## src/rtl/rat_port_timer.sv

```systemverilog
// RAT MCU port-mapped countdown timer with level interrupt, owning four port IDs from BASE_ID.
// Define RAT_TIMER_PRESCALE_EN to build the 12-bit prescaler and the CTRL.PSC field.
module rat_port_timer #(
    parameter logic [7:0] BASE_ID = 8'h40
) (
    input  logic       CLK,
    input  logic       RESET,
    input  logic [7:0] PORT_ID,
    input  logic [7:0] OUT_PORT,
    input  logic       IO_STRB,
    output logic [7:0] IN_PORT,
    output logic       IN_SEL,
    output logic       INTERRUPT
);

    localparam logic [1:0] OFS_CTRL   = 2'd0;
    localparam logic [1:0] OFS_RELOAD = 2'd1;
    localparam logic [1:0] OFS_COUNT  = 2'd2;
    localparam logic [1:0] OFS_STATUS = 2'd3;

    logic       r_en;
    logic       r_auto;
    logic       r_ie;
    logic [7:0] r_reload;
    logic [7:0] r_count;
    logic       r_expired;

    logic       w_sel;
    logic       w_wr;
    logic       w_wr_ctrl;
    logic       w_wr_reload;
    logic       w_wr_count;
    logic       w_wr_status;
    logic       w_tick;
    logic       w_expire;
    logic [1:0] w_psc_rd;
    logic [7:0] w_rd_data;

    // ------------------------------------------------------------------
    // Bus decode
    // ------------------------------------------------------------------
    assign w_sel       = (PORT_ID[7:2] == BASE_ID[7:2]);
    assign w_wr        = IO_STRB & w_sel;
    assign w_wr_ctrl   = w_wr & (PORT_ID[1:0] == OFS_CTRL);
    assign w_wr_reload = w_wr & (PORT_ID[1:0] == OFS_RELOAD);
    assign w_wr_count  = w_wr & (PORT_ID[1:0] == OFS_COUNT);
    assign w_wr_status = w_wr & (PORT_ID[1:0] == OFS_STATUS);

    // ------------------------------------------------------------------
    // Tick generation
    // ------------------------------------------------------------------
`ifdef RAT_TIMER_PRESCALE_EN
    logic [1:0]  r_psc;
    logic [11:0] r_presc;
    logic [11:0] w_term;
    logic        w_unused;

    assign w_unused = ^{OUT_PORT[7:6], OUT_PORT[3]};

    always_comb begin
        w_term = 12'h000;
        case (r_psc)
            2'd0:    w_term = 12'h000;
            2'd1:    w_term = 12'h00F;
            2'd2:    w_term = 12'h0FF;
            default: w_term = 12'hFFF;
        endcase
    end

    assign w_tick   = r_en & (r_presc == w_term);
    assign w_psc_rd = r_psc;

    always_ff @(posedge CLK or posedge RESET) begin
        if (RESET) begin
            r_psc <= 2'd0;
        end else if (w_wr_ctrl) begin
            r_psc <= OUT_PORT[5:4];
        end
    end

    // A CTRL write restarts the prescale interval so the first tick is a full period away.
    always_ff @(posedge CLK or posedge RESET) begin
        if (RESET) begin
            r_presc <= 12'd0;
        end else if (!r_en || w_wr_ctrl || w_tick) begin
            r_presc <= 12'd0;
        end else begin
            r_presc <= r_presc + 12'd1;
        end
    end
`else
    logic w_unused;

    assign w_unused = ^{OUT_PORT[7:3]};
    assign w_tick   = r_en;
    assign w_psc_rd = 2'b00;
`endif

    assign w_expire = w_tick & (r_count == 8'd0);

    // ------------------------------------------------------------------
    // Control register
    // ------------------------------------------------------------------
    // A CPU write to CTRL takes priority over the one-shot EN clear.
    always_ff @(posedge CLK or posedge RESET) begin
        if (RESET) begin
            r_en   <= 1'b0;
            r_auto <= 1'b0;
            r_ie   <= 1'b0;
        end else if (w_wr_ctrl) begin
            r_en   <= OUT_PORT[0];
            r_auto <= OUT_PORT[1];
            r_ie   <= OUT_PORT[2];
        end else if (w_expire && !r_auto) begin
            r_en   <= 1'b0;
        end
    end

    always_ff @(posedge CLK or posedge RESET) begin
        if (RESET) begin
            r_reload <= 8'd0;
        end else if (w_wr_reload) begin
            r_reload <= OUT_PORT;
        end
    end

    // ------------------------------------------------------------------
    // Counter
    // ------------------------------------------------------------------
    always_ff @(posedge CLK or posedge RESET) begin
        if (RESET) begin
            r_count <= 8'd0;
        end else if (w_wr_count) begin
            r_count <= OUT_PORT;
        end else if (w_tick) begin
            if (r_count != 8'd0) begin
                r_count <= r_count - 8'd1;
            end else if (r_auto) begin
                r_count <= r_reload;
            end
        end
    end

    // A new expiry outranks a simultaneous W1C so no event is dropped.
    always_ff @(posedge CLK or posedge RESET) begin
        if (RESET) begin
            r_expired <= 1'b0;
        end else if (w_expire) begin
            r_expired <= 1'b1;
        end else if (w_wr_status && OUT_PORT[0]) begin
            r_expired <= 1'b0;
        end
    end

    assign INTERRUPT = r_expired & r_ie;

    // ------------------------------------------------------------------
    // Combinational read path
    // ------------------------------------------------------------------
    always_comb begin
        w_rd_data = 8'h00;
        if (w_sel) begin
            case (PORT_ID[1:0])
                OFS_CTRL:   w_rd_data = {2'b00, w_psc_rd, 1'b0, r_ie, r_auto, r_en};
                OFS_RELOAD: w_rd_data = r_reload;
                OFS_COUNT:  w_rd_data = r_count;
                default:    w_rd_data = {6'b0, r_en, r_expired};
            endcase
        end
    end

    assign IN_PORT = w_rd_data;
    assign IN_SEL  = w_sel;

endmodule

```

## config.mk

```make
export PLATFORM = sky130hd
export DESIGN_NAME = rat_port_timer
export DESIGN_NICKNAME = d
export VERILOG_FILES = /design/src/rtl/rat_port_timer.sv
export SDC_FILE = /design/constraint.sdc
export NUM_CORES = 1
export LEC_CHECK = 0
export ABC_AREA = 0
export BUFFER_PORTS_ARGS = -buffer_cell sky130_fd_sc_hd__clkbuf_2
export CAP_MARGIN = 20
export CORE_MARGIN = 3
export CORE_UTILIZATION = 50
export CTS_BUF_LIST = sky130_fd_sc_hd__clkbuf_4
export CTS_CLUSTER_DIAMETER = 200
export DETAILED_ROUTE_END_ITERATION = 16
export PLACE_DENSITY = 0.74
export SLEW_MARGIN = 20
export SYNTH_ARGS = -nofsm -noshare
export SYNTH_HDL_FRONTEND = slang
export SYNTH_SLANG_ARGS = --single-unit
```

## constraint.sdc

```tcl
create_clock -name CLK -period 2.1 [get_ports CLK]
set_input_delay 0.21 -clock CLK [delete_from_list [all_inputs] [get_ports CLK]]
set_output_delay 0.21 -clock CLK [all_outputs]
set_load 0.01 [all_outputs]
```

==> metrics.md <==
| Metric | Value |
|---|---|
| Run status | `completed` |
| Routability cong. | `0.859` |
| Clock skew | `11.0 ps` |
| Ys Warns | `0` |
| Worst skew pair latency | `310 ps` |
| Via density | `6.23` |
| Largest cells by area after synthesis | `dfrtp_1, mux2_2, nor2_1` |
| Largest area contributor in the netlist | `dfrtp_1` |
| Syn_nets | `166` |
| Fin. Hold Viols | `0` |
| Fin nets | `199` |
| Yosys reg bits | `20` |
| Final Setup Violations | `0` |
| Chip height | `59.2 um` |
| CTS H-tree lvls | `1` |
| Sequential area share after synthesis | `0.354` |
| # rows | `18` |
| Power density over the cells | `848 mW/mm^2` |
| Setup Crit Path Kind | `reg2reg` |
| Synth-to-Final Area Change | `14.6%` |
| Post-detail-place hpwl | `2590 um` |
| RSZ-0062 raised after global routing | `no` |
| Top delay family on crit path | `simple AND/OR/NAND/NOR gates` |
| Placed cells | `203` |
| Met1 usage | `0.299` |
| R2R Setup Slk | `100 ps` |
| Cell area after synthesis | `0.00142 mm^2` |
| Commonest non-fill, non-tap cells in the layout | `clkbuf_2, nor2_1, dfrtp_1` |
| Minimum clock period | `2000 ps` |
| IO Count | `29` |
| DR iter-0 viols | `77` |
| Core ar. | `0.00259 mm^2` |
| Maximum VDD drop | `0.000764 V` |
| Synth Area in Compound Gates | `0.172` |
| Total GRT Usage | `0.222` |
| Adder-Cell Fraction of Synth Area | `0.0177` |
| Critical path cell sequence | `inv_1 > ha_1 > or4b_4 > o31a_4 > nand2b_1 > a31oi_1` |
| Number of synthesized flops with an enable pin | `0` |
| Leakage | `0.759 nW` |
| Mapped Cells | `145` |
| Met3 Use GR | `0.0218` |
| Vias in the first global route | `1262` |
| Pre-Repair DR Iteration Count | `4` |
| First-pass GRT wire length | `5910 um` |
| GR Util met2 | `0.353` |
| Final Cycle Share | `0.954` |
| Crit. End Element | `flip-flop` |
| Initial Utilization | `0.546` |
| CTS Buf Count | `3` |
| R2r endpoint | `r_count[1]` |
| Max Fclk | `0.499 GHz` |
| Worst EP required | `2340 ps` |
| Total power | `1.38 mW` |
| Busiest metal layer after global routing | `met2` |
| Clk Tree Root Cell | `clkbuf_4` |
| Worst hold path type | `in2async` |
| Crit Path Max Fanout | `7` |
| Commonest non-fill, non-tap cell in the layout | `clkbuf_2` |
| CTS max path bufs | `2` |
| Chip width | `59.2 um` |
| Synth async-reset ratio | `1.00` |
| Footprint of the multi-input gates | `816 um^2` |
| Share of the synthesized area in the top cell type | `0.354` |
| Hold_buf cts | `0` |
| Routed WL per cell | `17.3 um` |
| I/O Buffers | `28` |
| Initial antenna violation count | `0` |
| Distinct cells, synth | `49` |
| Vias post-DR | `1289` |
| R2r startpoint | `r_count[1]` |
| XOR/XNOR Fraction of Synth Area | `0.00619` |
| Largest net degree at the start of global routing | `21` |
| Slew headroom | `0.468` |
| CTS tree | `done` |
| Final non-filler cell total | `207` |
| DRC Markers | `0` |
| Syn_area_per_cell | `9.76 um^2` |
| Filler cells | `212` |
| Register Area | `500 um^2` |
| Clock transition at the registers of the reported paths | `120 ps` |
| Pins Over Slew Limit | `0` |
| Worst-margin pin slew | `798 ps` |
| Worst r2r path cells | `6` |
| Global route total overflow | `0` |
| CP arrival | `2250 ps` |
| CTS sink count | `20` |
| Crit-path slowest cell | `or4b_4` |
| Mux cell area share after synthesis | `0.141` |
| Final setup TNS | `0 ps` |
| Worst path bufs/invs | `1` |
| Top FF cell, synth | `dfrtp_1` |
| Post-Route Utilization | `0.626` |
| Final WL | `3590 um` |
| Layout cells sized above 1 | `0.367` |
| Antenna cells | `0` |
| Crit-path max cell delay | `510 ps` |
| Total of max-cap violations | `0` |
| Worst Setup Start Kind | `flip-flop` |
| ANT nets after route | `0` |
| Largest family of logic cells by synthesized area | `simple AND/OR/NAND/NOR gates` |
| Die area | `0.00350 mm^2` |
| Simple-gate share of the synthesized area | `0.233` |
==> logic make-up after synthesis <==
logic type      after synthesis
mux                          16
simple gates                 55
compound gates               34
xor+xnor                      1
fa+ha+maj                     2
flops                        20
buf+inv                      17
==> how the worst max path moves through the flow <==
stage	from	end	slack, ps	cells after the start
finish	r_count[1]	r_count[1]	100	6
global route	r_count[1]	r_count[0]	30	6
CTS	r_count[1]	r_count[1]	140	6
detailed placement	r_count[1]	r_count[1]	160	6
global placement	r_count[1]	r_en	250	5
floorplan	r_count[0]	r_en	190	5
==> registers in the layout, summed over array words and instances (netlist names) <==
name	cells
r_ie	1
r_count	8
r_en	1
r_auto	1
r_reload	8
r_expired	1
==> report_power, final <==
part | total, mW | internal (mW) | switching, mW | leakage [nW]
Sequential | 0.601 | 0.462 | 0.140 | 0.260
Clock | 0.198 | 0.0695 | 0.128 | 0.0154
Combinational | 0.577 | 0.285 | 0.292 | 0.484
==> cell type report <==
type,instances,share of cell area
inverter,7,0.0162
clock inverter,1,0.00231
sequential,20,0.309
multi-input combinational,108,0.503
timing repair buffer,38,0.133
tap,30,0.0231
clock buffer,3,0.0139
==> routing by layer <==
layer  vias up  routed length (um)
met5         -                   0
met4         0                  68
met3         7                 280
met2        58                1720
met1       621                1520
li1        603                   -
==> worst reg2reg max path, stage by stage (launching register included) <==
cell and delay (ps):
dfrtp_1 470, inv_1 110, ha_1 160, or4b_4 510, o31a_4 340, nand2b_1 150, a31oi_1 180
==> cells in the mapped netlist, types with 2 or more instances <==
| cell | number |
|---|---|
| a21oi_1 | 5 |
| a22oi_1 | 5 |
| a31oi_1 | 6 |
| and3_1 | 3 |
| buf_4 | 2 |
| buf_6 | 3 |
| clkbuf_2 | 2 |
| dfrtp_1 | 20 |
| ha_1 | 2 |
| inv_1 | 7 |
| mux2_2 | 12 |
| mux2i_1 | 2 |
| mux4_2 | 2 |
| nand2_1 | 5 |
| nand2b_1 | 3 |
| nand3_1 | 4 |
| nand4_1 | 3 |
| nor2_1 | 20 |
| nor2b_1 | 4 |
| nor4b_2 | 2 |
| o21ai_0 | 5 |
==> what timing repair did <==
item                                    in CTS  in global routing
endpoints found under the setup margin       0                  1
gates resized for setup                      0                  1
setup buffers                                0                  0
==> metrics by stage <==
step	hold slack (ps)	cell area [um^2]	worst slack (ps)
after floorplan	174	1420	187
after global placement	374	1590	245
after detailed placement	384	1590	164
after CTS	41.2	1610	135
after global routing	84.0	1620	33.0
final	2.75	1620	96.9
Note: power is estimated with default switching activity, not from simulation.
